`src/rtl/lm70_shift_frame.sv`:
```
// Bit counter plus read (out) and write (cmd) shift registers for one frame.
// Latency: registers update on the SCK rising edge; cmd_next is combinational.
// Backpressure: none; the owning FSM decides every load/shift/clear.
module lm70_shift_frame (
    input  logic        clk,
    input  logic        rst_n,
    input  logic        cnt_clr,
    input  logic        cnt_inc,
    input  logic        load,
    input  logic [15:0] load_dat,
    input  logic        shift_rd,
    input  logic        shift_wr,
    input  logic        sio_in,
    output logic        out_msb,
    output logic        last_bit,
    output logic [15:0] cmd_next
);

    logic [3:0]  cnt;
    logic [15:0] out_shreg;
    logic [15:0] cmd_shreg;

    always_ff @(posedge clk) begin
        if (!rst_n) begin
            cnt       <= 4'd0;
            out_shreg <= 16'd0;
            cmd_shreg <= 16'd0;
        end else begin
            if (cnt_clr)
                cnt <= 4'd0;
            else if (cnt_inc)
                cnt <= cnt + 4'd1;

            if (load)
                out_shreg <= load_dat;
            else if (shift_rd)
                out_shreg <= {out_shreg[14:0], 1'b0};

            if (shift_wr)
                cmd_shreg <= cmd_next;
        end
    end

    // The command is judged including the bit being sampled this edge
    assign cmd_next = {cmd_shreg[14:0], sio_in};
    assign out_msb  = out_shreg[15];
    assign last_bit = (cnt == 4'hF);

endmodule

```
`config.mk`:
```
export PLATFORM = sky130hd
export DESIGN_NAME = lm70_shift_frame
export DESIGN_NICKNAME = d
export VERILOG_FILES = /design/src/rtl/lm70_shift_frame.sv
export SDC_FILE = /design/constraint.sdc
export NUM_CORES = 1
export LEC_CHECK = 0
export ABC_CLOCK_PERIOD_IN_PS = 950
export CORE_AREA = 4 4 67 69
export CTS_CLUSTER_SIZE = 25
export DETAILED_ROUTE_END_ITERATION = 7
export DIE_AREA = 0 0 71 73
export GPL_TIMING_DRIVEN = 0
export PLACE_DENSITY_LB_ADDON = 0.3
export SLEW_MARGIN = 30
export SYNTH_ARGS = -nofsm -noshare
export SYNTH_HDL_FRONTEND = slang
export SYNTH_SLANG_ARGS = --single-unit
```
`constraint.sdc`:
```
create_clock -name clk -period 0.95 [get_ports clk]
set_input_delay 0.1425 -clock clk [delete_from_list [all_inputs] [get_ports clk]]
set_output_delay 0.1425 -clock clk [all_outputs]
set_load 0.01 [all_outputs]
```
==> results by group, run 1 <==
Synth
  – Top-count cell post-synth: dfxtp_1
  – Post-Syn Area: between 1500 and 2000 um^2
  – Seq/Total Area, Yosys: 0.437
  – Yosys top cell by area: dfxtp_1
  – Number of synthesis warnings: 0
  – Syn Nets: 163
  – Synthesized flop and latch total: 35
  – EDFF count, synth: 0
  – Mean Syn Cell Area: around 12 um^2
  – Ys flop type: dfxtp_1
  – Top post-synthesis cells by count: dfxtp_1 (35), mux2i_1 (17), nand2b_1 (16)
  – Mapped Cells: 138
  – Top post-synthesis cells by area: dfxtp_1 (44%), mux2i_1 (11%), o211a_1 (9.4%)
  – Ys async rst share: 0
  – Synth top area share: 0.437
  – Synth cell types: 25

STA
  – Slew @ Worst Pin: 301 ps
  – Fmax: about 850 MHz
  – Final Hold Violating Endpoints: 0
  – Final min period: 1180 ps
  – Tcrit/Tclk final: 1.24
  – Final setup fails: 1
  – Setup_tns: -227 ps
  – Post-route setup slack: -227 ps
  – Worst slew margin: 0.799
  – RSZ-0062 raised after global routing: true
  – Tightest hold margin: approximately 260 ps
  – Max Slew Vio Count: 0
  – Fin Clk Skew: 3.50 ps

Critical path
  – RR Endpoint: out_shreg[3]$_SDFFE_PN0P_
  – Flop2flop setup slack: roughly 50 ps
  – R2R Path Start: out_shreg[3]$_SDFFE_PN0P_
  – WS Path Type: flip-flop to output pin
  – Crit-path max FO: 3
  – Worst endpoint required time: 810 ps
  – Reg2reg path depth: 2
  – Worst Path Arrival: between 1000 and 1500 ps
  – CP Capture Type: output pin
  – Crit path launch type: flip-flop

Global routing
  – First-pass GRT wire length: approximately 5200 um
  – Largest net degree at the start of global routing: 11
  – Vias in the first global route: roughly 1.2k
  – GR Overflow Total: 0
  – GRT Resource Usage Total: 0.126
  – Initial antenna violation count: 0

Routing
  – Max Used Layer: met4
  – WL per Instance: about 13 um
  – Via count: 1,147
  – Initial drt markers: 34
  – Total Wirelength: 3160 um
  – Drt pass-1 iters: 3
  – Met3 Wirelength: 218 um
  – Wl on met1: approximately 1300 um
  – Routed vias/inst: between 4 and 5
  – Residual DRC: 0
  – Number of routed nets with antenna violations: 0
  – Metal2 WL: ~1600 um

Pwr
  – Seq pwr share: 0.498
  – Psw: about 0.66 mW
  – Leakage: approximately 1.1 nW
  – Switching power share of the total: 0.212
  – PwrDens: around 1400 nW/um^2
  – Power share of the clock group: 0.367
  – Combinational cell fraction of total power: 0.135
  – Internal power: between 2 and 2.5 mW
  – Maximum vdd drop: 896 uV

Hold path
  – HP Start: shift_wr
  – HP Class: input pin to flip-flop
  – Hold path depth: 3
  – Hold Path Sink: cmd_shreg[3]$_SDFFE_PN0P_

Cells and area
  – Nets: ~210
  – Layout cells sized above 1: 0.394
  – Post-Layout Cell Count: around 240
  – P&R area growth vs syn: 34.3%
  – Filler cell count: 364
  – Ant. Diodes: 0
  – FF+latch area: around 720 um^2
  – Area of the multi-input gates: around 840 um^2

Clock network
  – CTS buffer count: 5
  – Root Buffer: clkbuf_8
  – Clock Tree Buf Depth: 2
  – Clk sinks: 35
  – Clock transition at path regs: 70 ps
  – Hold-fix buffers, CTS: 0
  – Skew-Pair Late Insertion Delay: 280 ps
  – CTS tree: built
  – CTS H-tree depth: 2

Outcome
  – Status: complete, but fails checks
  – Failing checks: negative setup slack

Placed design
  – Port-buffer cells: 39
  – Detailed Place HPWL: between 2000 and 2500 um
  – Dpl ws: -561 ps
  – Final RePlAce weighted congestion: between 0.7 and 0.8
  – Placed Cells incl. Taps: between 200 and 250

Die
  – Row count: 23
  – Die ar.: 5180 um^2
  – Core area: between 3000 and 4000 um^2
  – Chip width: roughly 71 um
  – Starting Density: 0.410
  – I/O pins: 42
  – Die Height: about 73 um

Job
  – Max-Cap Viols: 0
==> power groups by stage <==
stage               clock (mW)  combinational (mW)  sequential (mW)
floorplan                    0               0.263             1.58
global placement             0               0.402             1.59
detailed placement           0               0.418             1.59
CTS                       1.18               0.422             1.56
global route              1.25               0.454             1.56
finish                    1.15               0.421             1.56
==> repair_timing <==
item	in CTS	in global routing
setup endpoints to repair	51	2
buffers inserted	3	0
pin swaps	2	1
resized for setup	101	3
==> worst max-delay path by stage <==
| stage | from | end | slack (ps) | cells after the start |
|---|---|---|---|---|
| finish | cnt[0]$_SDFFE_PP0P_ | last_bit | -230 | 3 |
| global route | cnt[0]$_SDFFE_PP0P_ | last_bit | -280 | 3 |
| CTS | cnt[1]$_SDFFE_PP0P_ | last_bit | -230 | 3 |
| detailed placement | load | out_shreg[13]$_SDFFE_PN0P_ | -560 | 4 |
| global placement | load | out_shreg[2]$_SDFFE_PN0P_ | -470 | 4 |
| floorplan | shift_rd | out_shreg[11]$_SDFFE_PN0P_ | -30 | 4 |
==> routing by layer <==
layer / track usage / vias up
li1: - / 579
met1: 0.129 / 530
met5: 0 / -
met4: 0.0438 / 0
met3: 0.0523 / 4
met2: 0.233 / 34
==> worst max-delay path, cell delays in order (launching register included) <==
cell and delay, ps:
dfxtp_2 350, ha_4 140, and3_4 170, buf_6 90
==> final cells by class <==
cell class / count / share of cell area
Clock buffer: 8 / 0.0465
Multi-Input combinational cell: 92 / 0.389
Buffer: 11 / 0.0465
Timing Repair Buffer: 42 / 0.154
Sequential cell: 35 / 0.335
Tap cell: 50 / 0.0291
==> placed cells by master (no fill, tap or decap) <==
cell | netlist | layout
dfxtp_1 | 35 | 18
clkdlybuf4s50_1 | 0 | 18
buf_2 | 2 | 17
mux2i_1 | 17 | 17
dfxtp_2 | 0 | 17
nand2b_1 | 16 | 16
o211a_1 | 15 | 15
nor2b_1 | 15 | 15
mux2_4 | 9 | 9
clkbuf_8 | 1 | 8
buf_4 | 2 | 6
mux2_2 | 6 | 6
dlygate4sd2_1 | 0 | 3
clkbuf_4 | 0 | 2
clkbuf_1 | 4 | 2
nand3b_1 | 2 | 2
nor2_1 | 2 | 2
buf_6 | 1 | 2
and3_4 | 0 | 1
buf_8 | 0 | 1
buf_12 | 1 | 1
clkbuf_2 | 0 | 1
nand2_1 | 1 | 1
or3b_1 | 1 | 1
a21boi_1 | 1 | 1
a21bo_2 | 1 | 1
a21oi_1 | 1 | 1
xnor2_1 | 1 | 1
or3b_4 | 0 | 1
nand4_1 | 1 | 1
ha_4 | 0 | 1
==> through the flow <==
step	instance area [um^2]	power, mW	utilization
2_1_floorplan	1610	1.85	-
3_3_place_gp	2060	1.99	0.526
3_5_place_dp	2060	2.01	0.526
4_1_cts	2140	3.16	0.547
5_1_grt	2150	3.27	0.550
6_report	2150	3.12	0.550
==> cell families after synthesis <==
group | share of synthesized area
AND/OR/NAND/NOR | 0.156
flip-flops | 0.437
XOR/XNOR | 0.00547
multiplexers | 0.233
AO/OA/AOI/OAI | 0.108
buffers and inverters | 0.0531
adder cells (fa/ha/maj) | 0.00781
==> sequential cells by signal (all words and copies together) (netlist names) <==
signal and cells:
cmd_shreg 15, cnt 4, out_shreg 16
(Power assumes the default switching activity.)
==> run 2, diff against run 1 <==
PLACE_DENSITY = 0.76   (was default)
PLACE_DENSITY_LB_ADDON = default   (was 0.3)
==> results by group, run 2 (same netlist as run 1, synthesis figures left out) <==
Outcome
  – Status: complete, but fails checks
  – Failing checks: negative setup slack

STA
  – Final min period: 1180 ps (+6.25 ps)
  – Fmax: 845 MHz (-0.53%)
  – RSZ-0062 raised after global routing: true
  – Max Slew Vio Count: 0 (unchanged)
  – Post-route setup slack: -233 ps (-6.25 ps)
  – Tightest hold margin: 258 ps (-4.27 ps)
  – Worst slew margin: 0.801 (+0.00226)
  – Tcrit/Tclk final: 1.25 (+0.00658)
  – Slew @ Worst Pin: 298 ps (-3.39 ps)
  – Final setup fails: 2 (+1)
  – Fin Clk Skew: 2.18 ps (-1.33 ps)
  – Final Hold Violating Endpoints: 0 (unchanged)

Placed design
  – Port-buffer cells: 39 (unchanged)
  – Detailed Place HPWL: 2420 um (+3.7%)
  – Final RePlAce weighted congestion: 0.806 (+5.4%)
  – Placed Cells incl. Taps: 227 (unchanged)

Clock network
  – Root Buffer: clkbuf_8
  – CTS buffer count: 5 (unchanged)
  – Skew-Pair Late Insertion Delay: 280 ps (about the same)
  – Clock Tree Buf Depth: 2 (unchanged)
  – CTS H-tree depth: 2 (unchanged)
  – Clk sinks: 35 (unchanged)
  – Clock transition at path regs: 70 ps (about the same)
  – CTS tree: built
  – Hold-fix buffers, CTS: 0 (unchanged)

Critical path
  – Reg2reg path depth: 5 (+3)
  – Crit path launch type: flip-flop
  – Worst endpoint required time: 810 ps (about the same)
  – CP max-delay cell: dfxtp_4
  – Worst Path Arrival: 1040 ps (about the same)
  – CP max stage delay: 350 ps (about the same)
  – WS Path Type: flip-flop to output pin
  – Crit-path max FO: 2 (-1)
  – CP Capture Type: output pin
  – Flop2flop setup slack: -150 ps (-200 ps)
  – Worst path cell trace: ha_4 > and3_4 > buf_6

Cells and area
  – P&R area growth vs syn: 37.8%
  – Largest registers: out_shreg (16), cmd_shreg (15), cnt (4)
  – Nets: 219 (+3.3%)
  – Most common cell after layout, fill and taps aside: dfxtp_2
  – Post-Layout Cell Count: 245 (+2.9%)
  – Most flops, register: out_shreg
  – Commonest cells after routing, fill and taps aside: dfxtp_2 (19), clkdlybuf4s50_1 (18), buf_2 (17), mux2i_1 (17), nand2b_1 (16)
  – Max reg flops: 16 (unchanged)
  – Layout cells sized above 1: 0.441 (+0.0474)
  – Ant. Diodes: 0 (unchanged)

Hold path
  – Hold path depth: 3 (unchanged)
  – HP Class: input pin to flip-flop

Global routing
  – Largest net degree at the start of global routing: 12 (+1)
  – Vias in the first global route: 1,310 (+9.0%)
  – GR Overflow Total: 0 (unchanged)
  – GRT Resource Usage Total: 0.138 (+0.0118)
  – Initial antenna violation count: 0 (unchanged)
  – First-pass GRT wire length: 5660 um (+8.7%)

Pwr
  – PwrDens: 1350 nW/um^2 (-6.8%)
  – Power share of the clock group: 0.337 (-0.030)
  – Seq pwr share: 0.522 (+0.024)
  – Psw: 0.686 mW (+3.5%)
  – Internal power: 2.30 mW (-6.5%)
  – Combinational cell fraction of total power: 0.141 (+0.006)
  – Leakage: 1.10 nW (+3.4%)
  – Final Power: 2.99 mW (-4.4%)
  – Switching power share of the total: 0.230 (+0.0175)
  – Maximum vdd drop: 654 uV (-27%)

Routing
  – Residual DRC: 0 (unchanged)
  – Total Wirelength: 3320 um (+5.0%)
  – Via count: 1,197 (+4.4%)
  – Routed vias/inst: 4.89 (+1.4%)
  – Number of routed nets with antenna violations: 0 (unchanged)
  – Initial drt markers: 14 (-59%)
  – WL per Instance: 13.5 um (+2.0%)
  – Drt pass-1 iters: 4 (+1)

Die
  – Die ar.: 5180 um^2 (unchanged)
  – I/O pins: 42 (unchanged)
  – Core area: 3910 um^2 (unchanged)
  – Chip width: 71 um (unchanged)
  – Row count: 23 (unchanged)
  – Die Height: 73 um (unchanged)
  – Starting Density: 0.410 (unchanged)

Job
  – Max-Cap Viols: 0 (unchanged)
==> run 2: worst paths after layout <==
kind | to | from
setup / recovery | last_bit | cnt[0]$_SDFFE_PP0P_
hold / removal | cmd_shreg[3]$_SDFFE_PN0P_ | shift_wr
setup reg to reg | cnt[2]$_SDFFE_PP0P_ | cnt[0]$_SDFFE_PP0P_
hold reg to reg | cnt[3]$_SDFFE_PP0P_ | cnt[3]$_SDFFE_PP0P_
==> run 2: repair_timing <==
item,CTS,global route
gates resized for setup,105,4
setup buffers,9,1
gates cloned,0,0
endpoints found under the setup margin,51,4
pin swaps,4,3
==> run 2: cell type report <==
| type | instances | area [um^2] |
|---|---|---|
| fillers | 339 | 1710 |
| well taps | 50 | 62.6 |
| flip-flops and latches | 35 | 728 |
| repair buffers | 49 | 389 |
| multi-input cells | 92 | 847 |
| clock buffers | 5 | 68.8 |
| clock inverters | 3 | 15.0 |
| plain buffers | 11 | 97.6 |
==> run 2: power groups by stage <==
stage	logic, mW	registers (mW)	clock network [mW]
final	0.422	1.56	1.01
after global routing	0.458	1.56	1.11
after global placement	0.403	1.58	0
after floorplan	0.263	1.58	0
after detailed placement	0.417	1.59	0
after CTS	0.424	1.56	1.06
==> run 2: per-layer routing <==
metal  share of wire  track usage
met1            0.39        0.143
met2            0.52        0.254
met3           0.071       0.0441
met4           0.014       0.0626
met5               0            0
==> run 2: critical path, delay by kind of cell (launching register included) <==
family / cells / cell delay, ps
DFF: 1 / 350
adders and majority gates: 1 / 150
and+or+nand+nor: 1 / 140
buffers and inverters: 1 / 110
==> run 2: metrics by stage <==
stage | util | area, um^2 | setup slack, ps | setup TNS (ps)
after CTS | 0.559 | 2190 | -253 | -317
after floorplan | - | 1610 | -30.9 | -278
after global routing | 0.564 | 2210 | -275 | -445
after global placement | 0.526 | 2060 | -496 | -14960
after detailed placement | 0.526 | 2060 | -569 | -16360
final | 0.564 | 2210 | -233 | -382
